**src/rtl/pipe_hazard_sched.sv**
```systemverilog
// ---------------------------------------------------------------------------
// pipe_hazard_sched
// Pipeline control scheduler for a 5-stage MIPS CPU.
//
// The block does three jobs:
//   - It resolves load-use hazards and taken branches/jumps into PC write,
//     IF/ID write, IF/ID flush and ID/EX bubble controls.
//   - It sequences a multi-cycle data-memory access with a req/ack handshake.
//     The whole pipeline is frozen from the launch cycle until the ack (or a
//     timeout). It is then released for one DONE cycle so MEM can advance.
//   - Optionally, it keeps saturating stall/flush performance counters.
//
// Optional feature macro: PIPE_HAZARD_PERF_CNT_EN
//   defined   : stall_cnt_o / flush_cnt_o count stall and flush cycles.
//   undefined : no counter flops, and both counter ports read as zero.
//
// Parameters:
//   MEM_TIMEOUT : maximum ACCESS cycles spent waiting for mem_ack_i (2..255).
//   CNT_W       : width of the performance counters.
//
// Ports:
//   clk_i, rst_i          clock, synchronous active-high reset
//   start_i               run enable; low holds the pipeline and all state
//   idex_memread_i        ID/EX holds a load
//   idex_rt_i             destination register of that load
//   ifid_rs_i, ifid_rt_i  source fields of the instruction in IF/ID
//   branch_taken_i        branch resolved taken in ID
//   jump_i                jump decoded in ID
//   mem_req_i             EX/MEM instruction accesses data memory
//   mem_ack_i             data memory access complete
//   mem_start_o           one-cycle access launch pulse
//   pc_write_o            PC write enable
//   ifid_write_o          IF/ID write enable
//   ifid_flush_o          zero the IF/ID instruction
//   idex_bubble_o         insert a nop into ID/EX
//   pipe_freeze_o         hold all pipeline registers and the PC
//   err_o                 sticky memory-timeout flag (cleared only by reset)
//   stall_cnt_o           stall cycle count
//   flush_cnt_o           flush cycle count
// ---------------------------------------------------------------------------
module pipe_hazard_sched #(
    parameter int unsigned MEM_TIMEOUT = 16,
    parameter int unsigned CNT_W       = 32
) (
    input  logic             clk_i,
    input  logic             rst_i,
    input  logic             start_i,
    input  logic             idex_memread_i,
    input  logic [4:0]       idex_rt_i,
    input  logic [4:0]       ifid_rs_i,
    input  logic [4:0]       ifid_rt_i,
    input  logic             branch_taken_i,
    input  logic             jump_i,
    input  logic             mem_req_i,
    input  logic             mem_ack_i,
    output logic             mem_start_o,
    output logic             pc_write_o,
    output logic             ifid_write_o,
    output logic             ifid_flush_o,
    output logic             idex_bubble_o,
    output logic             pipe_freeze_o,
    output logic             err_o,
    output logic [CNT_W-1:0] stall_cnt_o,
    output logic [CNT_W-1:0] flush_cnt_o
);

    typedef enum logic [1:0] {
        ST_IDLE   = 2'd0,
        ST_ACCESS = 2'd1,
        ST_DONE   = 2'd2
    } state_e;

    // Last ACCESS cycle before a forced release.
    localparam logic [7:0] TO_LAST = 8'(MEM_TIMEOUT - 1);

    state_e     state_q, state_d;
    logic [7:0] tcnt_q, tcnt_d;
    logic       err_q, err_d;
    logic       load_use_s;

    // Load-use hazard: a load in ID/EX writes a register read by IF/ID ($0 never hazards).
    always_comb begin
        load_use_s = idex_memread_i & (idex_rt_i != 5'd0) &
                     ((idex_rt_i == ifid_rs_i) | (idex_rt_i == ifid_rt_i));
    end

    // Next-state logic for the memory-access sequencer and its timeout counter.
    always_comb begin
        state_d = state_q;
        tcnt_d  = tcnt_q;
        err_d   = err_q;
        if (start_i) begin
            case (state_q)
                ST_IDLE: begin
                    if (mem_req_i) begin
                        state_d = ST_ACCESS;
                        tcnt_d  = 8'd0;
                    end else begin
                        state_d = ST_IDLE;
                    end
                end
                ST_ACCESS: begin
                    // An ack in the final cycle wins over the timeout.
                    if (mem_ack_i) begin
                        state_d = ST_DONE;
                        tcnt_d  = 8'd0;
                    end else if (tcnt_q == TO_LAST) begin
                        state_d = ST_DONE;
                        tcnt_d  = 8'd0;
                        err_d   = 1'b1;
                    end else begin
                        tcnt_d  = tcnt_q + 8'd1;
                    end
                end
                ST_DONE: begin
                    // The request still visible in DONE is the one just
                    // served, so it is deliberately ignored here.
                    state_d = ST_IDLE;
                end
                default: begin
                    state_d = ST_IDLE;
                    tcnt_d  = 8'd0;
                end
            endcase
        end else begin
            // Run enable low: everything holds.
            state_d = state_q;
            tcnt_d  = tcnt_q;
            err_d   = err_q;
        end
    end

    // Sequencer state, timeout counter and sticky error register.
    always_ff @(posedge clk_i) begin
        if (rst_i) begin
            state_q <= ST_IDLE;
            tcnt_q  <= 8'd0;
            err_q   <= 1'b0;
        end else begin
            state_q <= state_d;
            tcnt_q  <= tcnt_d;
            err_q   <= err_d;
        end
    end

    // Pipeline controls in priority order: freeze, load-use, branch/jump, normal.
    always_comb begin
        mem_start_o   = 1'b0;
        pipe_freeze_o = 1'b0;
        pc_write_o    = 1'b0;
        ifid_write_o  = 1'b0;
        ifid_flush_o  = 1'b0;
        idex_bubble_o = 1'b0;
        if (rst_i || !start_i) begin
            pc_write_o   = 1'b0;
            ifid_write_o = 1'b0;
        end else begin
            mem_start_o   = (state_q == ST_IDLE) & mem_req_i;
            pipe_freeze_o = ((state_q == ST_IDLE) & mem_req_i) | (state_q == ST_ACCESS);
            if (pipe_freeze_o) begin
                pc_write_o   = 1'b0;
                ifid_write_o = 1'b0;
            end else if (load_use_s) begin
                // The branch, if any, is re-evaluated once the load clears.
                idex_bubble_o = 1'b1;
            end else if (branch_taken_i | jump_i) begin
                pc_write_o   = 1'b1;
                ifid_write_o = 1'b1;
                ifid_flush_o = 1'b1;
            end else begin
                pc_write_o   = 1'b1;
                ifid_write_o = 1'b1;
            end
        end
    end

    assign err_o = err_q;

`ifdef PIPE_HAZARD_PERF_CNT_EN
    logic [CNT_W-1:0] stall_q, stall_d;
    logic [CNT_W-1:0] flush_q, flush_d;

    // Saturating counter increments; counters stop at all-ones instead of wrapping.
    always_comb begin
        stall_d = stall_q;
        flush_d = flush_q;
        if (start_i && (pipe_freeze_o || load_use_s) && !(&stall_q)) begin
            stall_d = stall_q + CNT_W'(1);
        end else begin
            stall_d = stall_q;
        end
        if (ifid_flush_o && !(&flush_q)) begin
            flush_d = flush_q + CNT_W'(1);
        end else begin
            flush_d = flush_q;
        end
    end

    // Performance counter registers.
    always_ff @(posedge clk_i) begin
        if (rst_i) begin
            stall_q <= '0;
            flush_q <= '0;
        end else begin
            stall_q <= stall_d;
            flush_q <= flush_d;
        end
    end

    assign stall_cnt_o = stall_q;
    assign flush_cnt_o = flush_q;
`else
    assign stall_cnt_o = '0;
    assign flush_cnt_o = '0;
`endif

endmodule

```
**config.mk**
```make
export PLATFORM = sky130hd
export DESIGN_NAME = pipe_hazard_sched
export DESIGN_NICKNAME = d
export VERILOG_FILES = /design/src/rtl/pipe_hazard_sched.sv
export SDC_FILE = /design/constraint.sdc
export NUM_CORES = 1
export LEC_CHECK = 0
export ABC_CLOCK_PERIOD_IN_PS = 1300
export BUFFER_PORTS_ARGS = -buffer_cell sky130_fd_sc_hd__buf_2
export CORE_UTILIZATION = 36
export CTS_BUF_LIST = sky130_fd_sc_hd__clkbuf_16
export DETAILED_ROUTE_END_ITERATION = 8
export PLACE_DENSITY = 0.77
export RECOVER_POWER = 25
export SYNTH_ARGS = -nofsm -noshare
export SYNTH_HDL_FRONTEND = slang
export SYNTH_SLANG_ARGS = --single-unit
```
**constraint.sdc**
```tcl
create_clock -name clk_i -period 1.3 [get_ports clk_i]
set_input_delay 0.065 -clock clk_i [delete_from_list [all_inputs] [get_ports clk_i]]
set_output_delay 0.065 -clock clk_i [all_outputs]
set_load 0.02 [all_outputs]
```
==> metrics <==
status=finished, violations left; failing checks=negative setup slack; Register-to-Register Setup Slack=-0.06 ns; Die W=60.3 um; max-cap viol count=0; Reg2Reg Depth=3; clock power share=41.2%; DRT antenna net count=0; HPWL reported at the end of detailed placement=1820 um; Reg2Reg Launch Point=state_q[1]$_SDFFE_PP0P_; CP Class=reg2reg; final total power=1.36 mW; number of flops mapped to enable cells by yosys=0; setup_tns=-0.333 ns; # setup viols final=11; CP startpoint=state_q[1]$_SDFFE_PP0P_; switching pwr=0.461 mW; Max H-tree Level=1; fmax=0.733 GHz; routability congestion estimate=0.818; DIE HEIGHT=60.3 um; number of antenna violations at the first check in global routing=0; Area Growth Syn to Fin=28.8%; Async SR Flop Fraction=0%; Avg Inst Size Synth=7.85 sq um; P_leak=0.738 nW; area post-placement=0.00129 sq mm; dominant synthesized flop cell=dfxtp_1; Vias=1020; library cells used by synthesis=37; final setup margin=-0.0650 ns; Internal=0.902 mW; worst path required time=1.48 ns; Power Density=864 mW/mm^2; Clock Tree Root=clkbuf_16; Crit. End Element=flop; final slew viol count=0; worst skew pair latency=0.24 ns; sequential-to-total area share from yosys stat=18.0%; Final Hold Violating Endpoints=0; IR Drop Worst-Case VDD=842 uV; TritonRoute pass-1 iters=4; skew final=0.00145 ns; Bufs on Longest Clock Path=2; Tmin final=1.36 ns; DRC viols=0; fin nets=227; global route overflow=0; vias per cell=4.15; worst r2r dst=tcnt_q[2]$_SDFFE_PP0P_; share of layout cells above drive strength 1=38.1%; Tcrit/Tclk final=105%; drt total wl=2600 um; Syn Inst Count=156; Cell Area, Synth=0.00122 sq mm; Clock Sinks=11; final hold slack=0.128 ns; first-pass GRT wire length=3250 um; Worst Hold Class=in2reg; unrepaired setup endpoints after global routing=true; Initial DRC Count=18; DR WL/cell=10.6 um; number of buffers added on ports=29; Max Fanout on Critical Path=3; # IOs=94; Yosys warnings=0; Sw Ratio=33.8%; GRT Resource Usage Total=12.1%; total die area=0.00364 sq mm; # rows=20; vias in the first global route=773; Antenna diodes=0; flops & latches, synth=11; Comb pwr share=32.8%; Arr. time, crit path=1.54 ns; CTS Buf Count=3; Layout Utilization=50.4%; CTS tree=built; core area=0.00313 sq mm; largest net degree at the start of global routing=14; final non-filler cell area=0.00158 sq mm; Reg power frac=26.0%; crit path to=tcnt_q[2]$_SDFFE_PP0P_; clock transition at the registers of the reported paths=0.04 ns; Starting Density=39.2%; type of origin of the critical path=flop
worst min-delay path by stage:
| stage | to | startpoint | depth (start not counted) |
|---|---|---|---|
| 2_1_floorplan | tcnt_q[1]$_SDFFE_PP0P_ | mem_ack_i | 3 |
| 3_3_place_gp | state_q[1]$_SDFFE_PP0P_ | rst_i | 2 |
| 3_5_place_dp | state_q[1]$_SDFFE_PP0P_ | rst_i | 2 |
| 4_1_cts | state_q[1]$_SDFFE_PP0P_ | rst_i | 2 |
| 5_1_grt | tcnt_q[1]$_SDFFE_PP0P_ | rst_i | 2 |
| 6_report | tcnt_q[1]$_SDFFE_PP0P_ | rst_i | 2 |
logic make-up after synthesis:
family	Yosys count	share of synthesized area [%]
buffers and inverters	70	41.4
other	1	0.306
and+or+nand+nor	33	15.5
AOI/OAI and AO/OA	26	13.8
DFF	11	18.0
adders and majority gates	1	1.02
xor gates and xnor gates	14	10.0
metrics by stage:
step / cells / setup slack [ns]
2_1_floorplan: 219 / -0.0755
3_3_place_gp: 240 / -0.0130
3_5_place_dp: 240 / -0.0628
4_1_cts: 246 / -0.0656
5_1_grt: 246 / -0.132
6_report: 246 / -0.0650
metal layers:
metal	global-route usage, %	routed length [um]
met1	14.0	936
met4	4.98	28
met5	0	0
met3	3.41	214
met2	21.0	1420
state kept, by name, indices dropped and copies added, names as in the netlist:
register  count
tcnt_q        8
state_q       2
err_o         1
area by class of cell:
| class | count | area, sq um |
|---|---|---|
| fill | 288 | 1550 |
| multi-input combinational | 138 | 870 |
| timing repair buffer | 47 | 337 |
| sequential | 11 | 228 |
| clock buffer | 3 | 75.1 |
| tap | 44 | 55.1 |
| inverter | 2 | 10.0 |
| clock inverter | 1 | 3.75 |
placed cells by master (no fill, tap or decap), types with 2 or more instances in the layout:
| cell type | netlist | final |
|---|---|---|
| o21ai_0 | 4 | 2 |
| a21oi_2 | 0 | 3 |
| dfxtp_1 | 11 | 5 |
| buf_6 | 0 | 8 |
| or3_1 | 2 | 2 |
| nor2_4 | 0 | 2 |
| dfxtp_2 | 0 | 6 |
| nor2_1 | 8 | 5 |
| buf_4 | 65 | 15 |
| a31oi_1 | 3 | 2 |
| o21ai_1 | 1 | 2 |
| inv_1 | 2 | 2 |
| or4_4 | 0 | 2 |
| a21oi_1 | 7 | 3 |
| clkbuf_16 | 0 | 3 |
| xor2_1 | 4 | 4 |
| o2111ai_1 | 5 | 5 |
| conb_1 | 1 | 64 |
| buf_2 | 0 | 22 |
| nand2_1 | 6 | 5 |
| xnor2_1 | 10 | 10 |
| nand3_1 | 2 | 2 |
repair_timing:
action / CTS / global route
buffers inserted: 2 / 0
hold buffers: 0 / 0
pin swaps: 2 / 12
resized for setup: 16 / 32
setup endpoints to repair: 13 / 15
critical path, stage by stage, from the launching register on:
cell and delay, ns:
dfxtp_2 0.34, or3b_4 0.41, or4_4 0.42, a21oi_2 0.13
synth_stat cells (all sizes together) (3+ instances only):
library cell | count | share of area (%)
o2111ai | 5 | 3.6
o21ai | 5 | 2.0
xnor2 | 10 | 7.1
a21oi | 7 | 2.9
nor2 | 8 | 2.5
xor2 | 4 | 2.9
nand2 | 6 | 1.8
buf | 66 | 40
dfxtp | 11 | 18
a31oi | 3 | 1.5
power by group through the flow:
stage | logic, mW | registers, mW | clock network [mW]
final | 0.447 | 0.354 | 0.562
after global routing | 0.483 | 0.355 | 0.591
after CTS | 0.408 | 0.352 | 0.578
after detailed placement | 0.371 | 0.357 | 0
after global placement | 0.368 | 0.356 | 0
after floorplan | 0.418 | 0.358 | 0
Power figures use the tool's default switching activity.
